**config.mk**
```make
export PLATFORM = sky130hd
export DESIGN_NAME = multi_debounce_edge_detect
export DESIGN_NICKNAME = d
export VERILOG_FILES = /design/src/rtl/multi_debounce_edge_detect.sv
export SDC_FILE = /design/constraint.sdc
export NUM_CORES = 1
export LEC_CHECK = 0
export BUFFER_PORTS_ARGS = -buffer_cell sky130_fd_sc_hd__buf_2
export CELL_PAD_IN_SITES_DETAIL_PLACEMENT = 0
export CELL_PAD_IN_SITES_GLOBAL_PLACEMENT = 2
export CORE_MARGIN = 1
export CORE_UTILIZATION = 34
export CTS_CLUSTER_DIAMETER = 30
export DETAILED_ROUTE_END_ITERATION = 12
export PLACE_DENSITY_LB_ADDON = 0.1
export SKIP_CTS_REPAIR_TIMING = 1
export SKIP_LAST_GASP = 1
export SLEW_MARGIN = 20
export SYNTH_ARGS = -nofsm -noshare
export SYNTH_HDL_FRONTEND = slang
export SYNTH_SLANG_ARGS = --single-unit
```
**constraint.sdc**
```tcl
create_clock -name i_clk -period 2.3 [get_ports i_clk]
set_clock_uncertainty 0.05 [all_clocks]
set_input_delay 0.46 -clock i_clk [delete_from_list [all_inputs] [get_ports i_clk]]
set_output_delay 0.46 -clock i_clk [all_outputs]
set_load 0.01 [all_outputs]
```
**src/rtl/multi_debounce_edge_detect.sv**
```systemverilog
// N-channel input conditioner: synchronizer, timed debounce FSM and rise/fall pulse per channel.
// Optional macro DEBOUNCE_SYNC_3FF_EN selects a 3-flop synchronizer instead of 2 flops.
module multi_debounce_edge_detect #(
    parameter int par_count         = 4,
    parameter int par_T_stable_bits = 20,
    parameter int par_T_stable_val  = 500000
) (
    input  logic                 i_clk,
    input  logic                 i_rst,
    input  logic [par_count-1:0] i_x,
    output logic [par_count-1:0] o_level,
    output logic [par_count-1:0] o_rise,
    output logic [par_count-1:0] o_fall
);

    // Bad parameter sets stop elaboration rather than building a debouncer that never settles.
    if (par_T_stable_val < 2 ||
        (64'(par_T_stable_val) - 64'd1) >= (64'd1 << par_T_stable_bits)) begin : g_param_check
        $fatal(1, "multi_debounce_edge_detect: par_T_stable_val out of range for par_T_stable_bits");
    end
    if (par_count < 1 || par_count > 16) begin : g_count_check
        $fatal(1, "multi_debounce_edge_detect: par_count must be 1..16");
    end

    localparam logic [par_T_stable_bits-1:0] T_LAST = par_T_stable_bits'(par_T_stable_val - 1);

    // Gray-coded so every legal transition flips exactly one state bit.
    typedef enum logic [1:0] {
        ST_LOW       = 2'b00,
        ST_RISE_WAIT = 2'b01,
        ST_HIGH      = 2'b11,
        ST_FALL_WAIT = 2'b10
    } state_t;

    logic [par_count-1:0] s_sync;

`ifdef DEBOUNCE_SYNC_3FF_EN
    logic [par_count-1:0] s_meta0;
    logic [par_count-1:0] s_meta1;

    always_ff @(posedge i_clk) begin
        if (i_rst) begin
            s_meta0 <= '0;
            s_meta1 <= '0;
            s_sync  <= '0;
        end else begin
            s_meta0 <= i_x;
            s_meta1 <= s_meta0;
            s_sync  <= s_meta1;
        end
    end
`else
    logic [par_count-1:0] s_meta0;

    always_ff @(posedge i_clk) begin
        if (i_rst) begin
            s_meta0 <= '0;
            s_sync  <= '0;
        end else begin
            s_meta0 <= i_x;
            s_sync  <= s_meta0;
        end
    end
`endif

    for (genvar g = 0; g < par_count; g++) begin : g_ch
        state_t                       s_state;
        state_t                       s_state_nxt;
        logic [par_T_stable_bits-1:0] s_timer;
        logic                         s_rise_q;
        logic                         s_fall_q;
        logic                         s_rise_commit;
        logic                         s_fall_commit;

        always_ff @(posedge i_clk) begin
            if (i_rst) begin
                s_state  <= ST_LOW;
                s_timer  <= '0;
                s_rise_q <= 1'b0;
                s_fall_q <= 1'b0;
            end else begin
                s_state  <= s_state_nxt;
                s_rise_q <= s_rise_commit;
                s_fall_q <= s_fall_commit;
                if (s_state_nxt != s_state) begin
                    s_timer <= '0;
                end else if (s_timer < T_LAST) begin
                    s_timer <= s_timer + par_T_stable_bits'(1);
                end
            end
        end

        // The synchronized input is tested before the timer, so a revert beats a timeout.
        always_comb begin
            s_state_nxt   = s_state;
            s_rise_commit = 1'b0;
            s_fall_commit = 1'b0;
            case (s_state)
                ST_LOW: begin
                    if (s_sync[g]) s_state_nxt = ST_RISE_WAIT;
                end
                ST_RISE_WAIT: begin
                    if (!s_sync[g]) begin
                        s_state_nxt = ST_LOW;
                    end else if (s_timer >= T_LAST) begin
                        s_state_nxt   = ST_HIGH;
                        s_rise_commit = 1'b1;
                    end
                end
                ST_HIGH: begin
                    if (!s_sync[g]) s_state_nxt = ST_FALL_WAIT;
                end
                ST_FALL_WAIT: begin
                    if (s_sync[g]) begin
                        s_state_nxt = ST_HIGH;
                    end else if (s_timer >= T_LAST) begin
                        s_state_nxt   = ST_LOW;
                        s_fall_commit = 1'b1;
                    end
                end
                default: s_state_nxt = ST_LOW;
            endcase
        end

        assign o_level[g] = (s_state == ST_HIGH) || (s_state == ST_FALL_WAIT);
        assign o_rise[g]  = s_rise_q;
        assign o_fall[g]  = s_fall_q;
    end

endmodule

```
# Word level (Yosys, flattened, before mapping)
# Index checks and enable logic that the tools add are counted.
# word_totals
wordCells,110
reg_bits,104
# op_classes
muxes,32
order_cmp,8
bitwise,12
reduce_logical,20
n_addsub,4
n_eq_ne,16
# op_table
operator,count
$add 20x1->20 const B,4
$ge 20x19->1 const B,4
$lt 20x19->1 const B,4
$mux 2,24
$pmux 2 s4,4
$reduce_or 3->1,8
$eq 2x2->1 const B,8
$not 1->1,12
$eq 2x1->1 const B,4
$logic_not 2->1,4
$ne 2x2->1,4
$reduce_or 2->1,4
$logic_or 1x1->1,4
$mux 1,4

# Longest topological paths before layout
# depth
ltp_word,6
mapped_depth,8

# Worst setup path before layout
# No wires, ideal clock.
# synth_path
path_type,register -> register
from,register g_ch[0].s_timer[0]
to,register g_ch[0].s_timer[12]
n_path_buf,0
path_stages_with_launch,7
arrival_ns,2.020
required_time_ns,2.180
setup_slack_ns,0.160
path_cell_list,dfxtp_1 ha_1 and4_2 o41ai_2 a21oi_1 or4_1 a21oi_1
# synth_between
elab_chain_len,6
# synth_rtl
element,line,source
start: declaration,69,logic [par_T_stable_bits-1:0] s_timer;
start signal: assignment,88,s_timer <= s_timer + par_T_stable_bits'(1);
$ge 20x19->1,"105, 116",
"$mux 2, on equally long branches","116, 105",
"$mux 2, on equally long branches","114, 103",
$pmux 2 s4,98,case (s_state)
$ne 2x2->1,85,if (s_state_nxt != s_state) begin
$reduce_or 2->1 (no source line),--,
# Parallel ways exist; a longest one is shown, timed or not.
# A chain may end at the register's enable or synchronous reset.

# Worst setup path in the final report
# layout_path
from,register g_ch[3].s_timer[0]
to,register g_ch[3].s_timer[13]
# layout_between
elab_chain_len,6
# layout_rtl
element,line
start: declaration,69
start signal: assignment,88
$ge 20x19->1,"105, 116"
"$mux 2, on equally long branches","116, 105"
"$mux 2, on equally long branches","114, 103"
$pmux 2 s4,98
$ne 2x2->1,85
$reduce_or 2->1 (no source line),--
# Parallel ways exist; a longest one is shown, timed or not.

==> metrics.txt <==
H-tree Lvls 3; routed vias/inst 5.383; Critical Path AT 2.43 ns; switching part of the total 21.49%; PortBufs 17; WS Path Type reg2reg; reg2reg path depth 6; final instance area 5756 µm²; Skew-Pair Late Insertion Delay 0.35 ns; pin count of the biggest net entering global routing 21; met2 usage 25.21%; Critical Path End Type register; CTS max path bufs 2; Routed wire per std cell 13.97 µm; Cell Area, Synth 4961 µm²; PwrDens 658.2 nW/µm²; row count 43; post-placement cell area 5341 µm²; Max FO, Critical Path 11; Synth area leader dfxtp_1; Crit Reg-Reg Startpoint g_ch[3].s_timer[0]; Compound-Gate Fraction of Synth Area 20.81%; Slowest cell on crit path or4_1; Die Ht 122.8 µm; Internal 2.974 mW; P_leak 1.836 nW; io pins 18; Post-synth EDFFs 0; Netlist cell types 58; worst vdd ir 0.3996 mV; Die Width 122.8 µm; sequential share of the synthesized area 41.97%; total die area 15080 µm²; main combinational cell family by area after synthesis simple AND/OR/NAND/NOR gates; warnings from Yosys 0; total global routing overflow 0; first-iteration detailed-routing DRC count 223; syn avg cell area 8.524 µm²; CTS clk-pin slew, worst paths 0.07 ns; final worst-path cycle share 96.71%; Critical Path Source Type register; async set-or-reset flop fraction in the synthesized netlist 0%; GRT busiest layer met2; GRT Util Overall 15.87%; CTS tree yes; crit path from g_ch[3].s_timer[0]; Synth Area in Adders 1.009%; first-pass GRT wire length 18910 µm; post-route ant nets 0; vias 4290; Slew HR 62.62%; slowest stage delay, CP 0.51 ns; DR pass1 iterations 4; ant diodes 0; ys flop type dfxtp_1; Seq pwr share 49.7%; Worst R2R End g_ch[3].s_timer[13]; Fmax 0.4496 GHz; RSZ-0062 raised after global routing true; DR DRC count 0; ranking of synthesized cells by area dfxtp_1 (42%), a21oi_1 (4.6%), xnor2_1 (4.1%); clock group share of total power 46.1%; initial antenna violation count 0; Setup crit end g_ch[3].s_timer[13]; Yosys top cell area share 41.97%; run status finished, final reports clean; number of max-cap violations 0; fin. max-slew vios 0; vias in the first global route 3959; Hold Path Origin i_x[1]; Seq cells post-synth 104; Post-Synthesis Cells 582; Syn-to-layout area delta 16.02%; Critical Path RT 2.50 ns; Comb pwr share 4.2%; Post-Synth XOR/XNOR Area 4.767%; syn_nets 592; initial core utilization 35.33%; mux share of post-synthesis cell area 0%; NetSw 814.2 µW; crit-path cells ha_1, and4_1, nand3b_1, a21o_2, or4_1, a221oi_1; Num CTS Buffers 9; layout cell share with drive strength beyond 1 13.94%; GP Congestion 0.7593; fin cells 797; dpl hpwl 7555 µm; clk root buf clkbuf_16; Hold Path Class in2reg; flop2flop setup slack 0.08 ns; WL final 11130 µm; simple-gate portion of the synthesized area 26.03%; Worst-Margin Slew 0.5466 ns; Placed Instances 777; Nets 622; minimum clock period 2.224 ns; grt met1 use 20.91%; final setup vio count 0; Hold Fails Final Rpt 0; clk sinks 104; met3 usage 4.600%; core footprint 14040 µm²
-- metrics by stage --
step	TNS, ns	total power [mW]	util, %	setup WS, ns	hold slack (ns)
after floorplan	0	2.028	-	0.1596	0.3638
after global placement	0	2.080	38.04	0.1104	0.3717
after detailed placement	0	2.084	38.04	0.03268	0.3770
after CTS	0	3.858	40.44	0.02264	0.2463
after global routing	-0.2071	3.957	40.99	-0.05104	0.2591
final	0	3.789	40.99	0.07562	0.2631
-- worst max-delay path, delay by kind of cell, from the launching register on --
family	cells	cell delay, ns
AOI/OAI and AO/OA	2	0.58
adders and majority gates	1	0.23
and+or+nand+nor	3	0.93
DFF	1	0.33
-- cells by family after synthesis --
family,after synthesis
and+or+nand+nor,232
DFF,104
adders and majority gates,4
xor gates and xnor gates,27
buffers and inverters,55
AOI/OAI and AO/OA,160
-- cells in the mapped netlist (3+ instances only) --
cell type	instances
dfxtp_1	104
nand3_1	22
ha_1	4
nand4_1	17
xor2_1	4
a21o_1	4
o21ai_0	35
clkbuf_1	19
o211ai_1	3
nor2_1	29
buf_2	8
nand2b_1	5
nand2_1	49
and4_1	6
and3_1	5
or3_1	28
inv_1	17
xnor2_1	23
a2111oi_0	6
a31oi_1	7
o31ai_1	15
a21oi_1	46
nand3b_1	3
a221oi_1	6
buf_4	8
nor2b_1	12
a211oi_1	24
nor3_1	14
and2_1	7
nor4_1	7
or4_1	17
-- layout make-up --
class | instances | area, µm²
repair buffers | 56 | 377.9
clock buffers | 11 | 232.7
multi-input cells | 424 | 2669
clock inverters | 5 | 105.1
inverters | 17 | 63.81
flip-flops and latches | 104 | 2082
fillers | 1436 | 8287
well taps | 180 | 225.2
-- worst min-delay path by stage --
stage | endpoint | slack [ns] | depth (start not counted)
floorplan | s_sync[0] | 0.36 | 1
global placement | s_sync[0] | 0.37 | 1
detailed placement | s_sync[0] | 0.38 | 1
CTS | s_meta0[1] | 0.25 | 2
global route | s_meta0[1] | 0.26 | 2
finish | s_meta0[1] | 0.26 | 2
-- cells in the final DEF (no fill, tap or decap), types with 3 or more instances in the layout --
| cell type | count |
|---|---|
| dfxtp_1 | 104 |
| nand2_1 | 49 |
| a21oi_1 | 45 |
| buf_4 | 39 |
| o21ai_0 | 34 |
| nor2_1 | 29 |
| or3_1 | 28 |
| xnor2_1 | 23 |
| a211oi_1 | 23 |
| nand3_1 | 22 |
| nand4_1 | 17 |
| inv_1 | 17 |
| buf_2 | 17 |
| or4_1 | 16 |
| o31ai_1 | 15 |
| nor3_1 | 14 |
| nor2b_1 | 12 |
| clkbuf_16 | 9 |
| and2_1 | 7 |
| nor4_1 | 7 |
| a31oi_1 | 7 |
| and4_1 | 6 |
| a221oi_1 | 6 |
| nand2b_1 | 5 |
| and3_1 | 5 |
| xor2_1 | 4 |
| a2111oi_0 | 4 |
| ha_1 | 4 |
| nand3b_1 | 3 |
| a21o_1 | 3 |
| o211ai_1 | 3 |
| bufinv_16 | 3 |
-- registers in the layout (all words and copies together), names as in the netlist --
name and count:
g_ch.s_rise_q 4, g_ch.s_fall_q 4, s_sync 4, g_ch.s_timer 80, s_meta0 4, g_ch.s_state 8
-- layer usage --
metal / wire length, µm / part of all wire, %
met1: 5638 / 51
met2: 5055 / 45
met3: 331 / 3.0
met4: 107 / 0.96
met5: 0 / 0
-- power groups by stage --
stage                     clock [mW]  sequential, mW  combinational (mW)
after global placement             0            1.92               0.158
final                           1.75            1.88               0.159
after global routing            1.89            1.89               0.181
after floorplan                    0            1.92               0.112
after CTS                       1.82            1.88               0.160
after detailed placement           0            1.92               0.160
(Power assumes the default switching activity.)
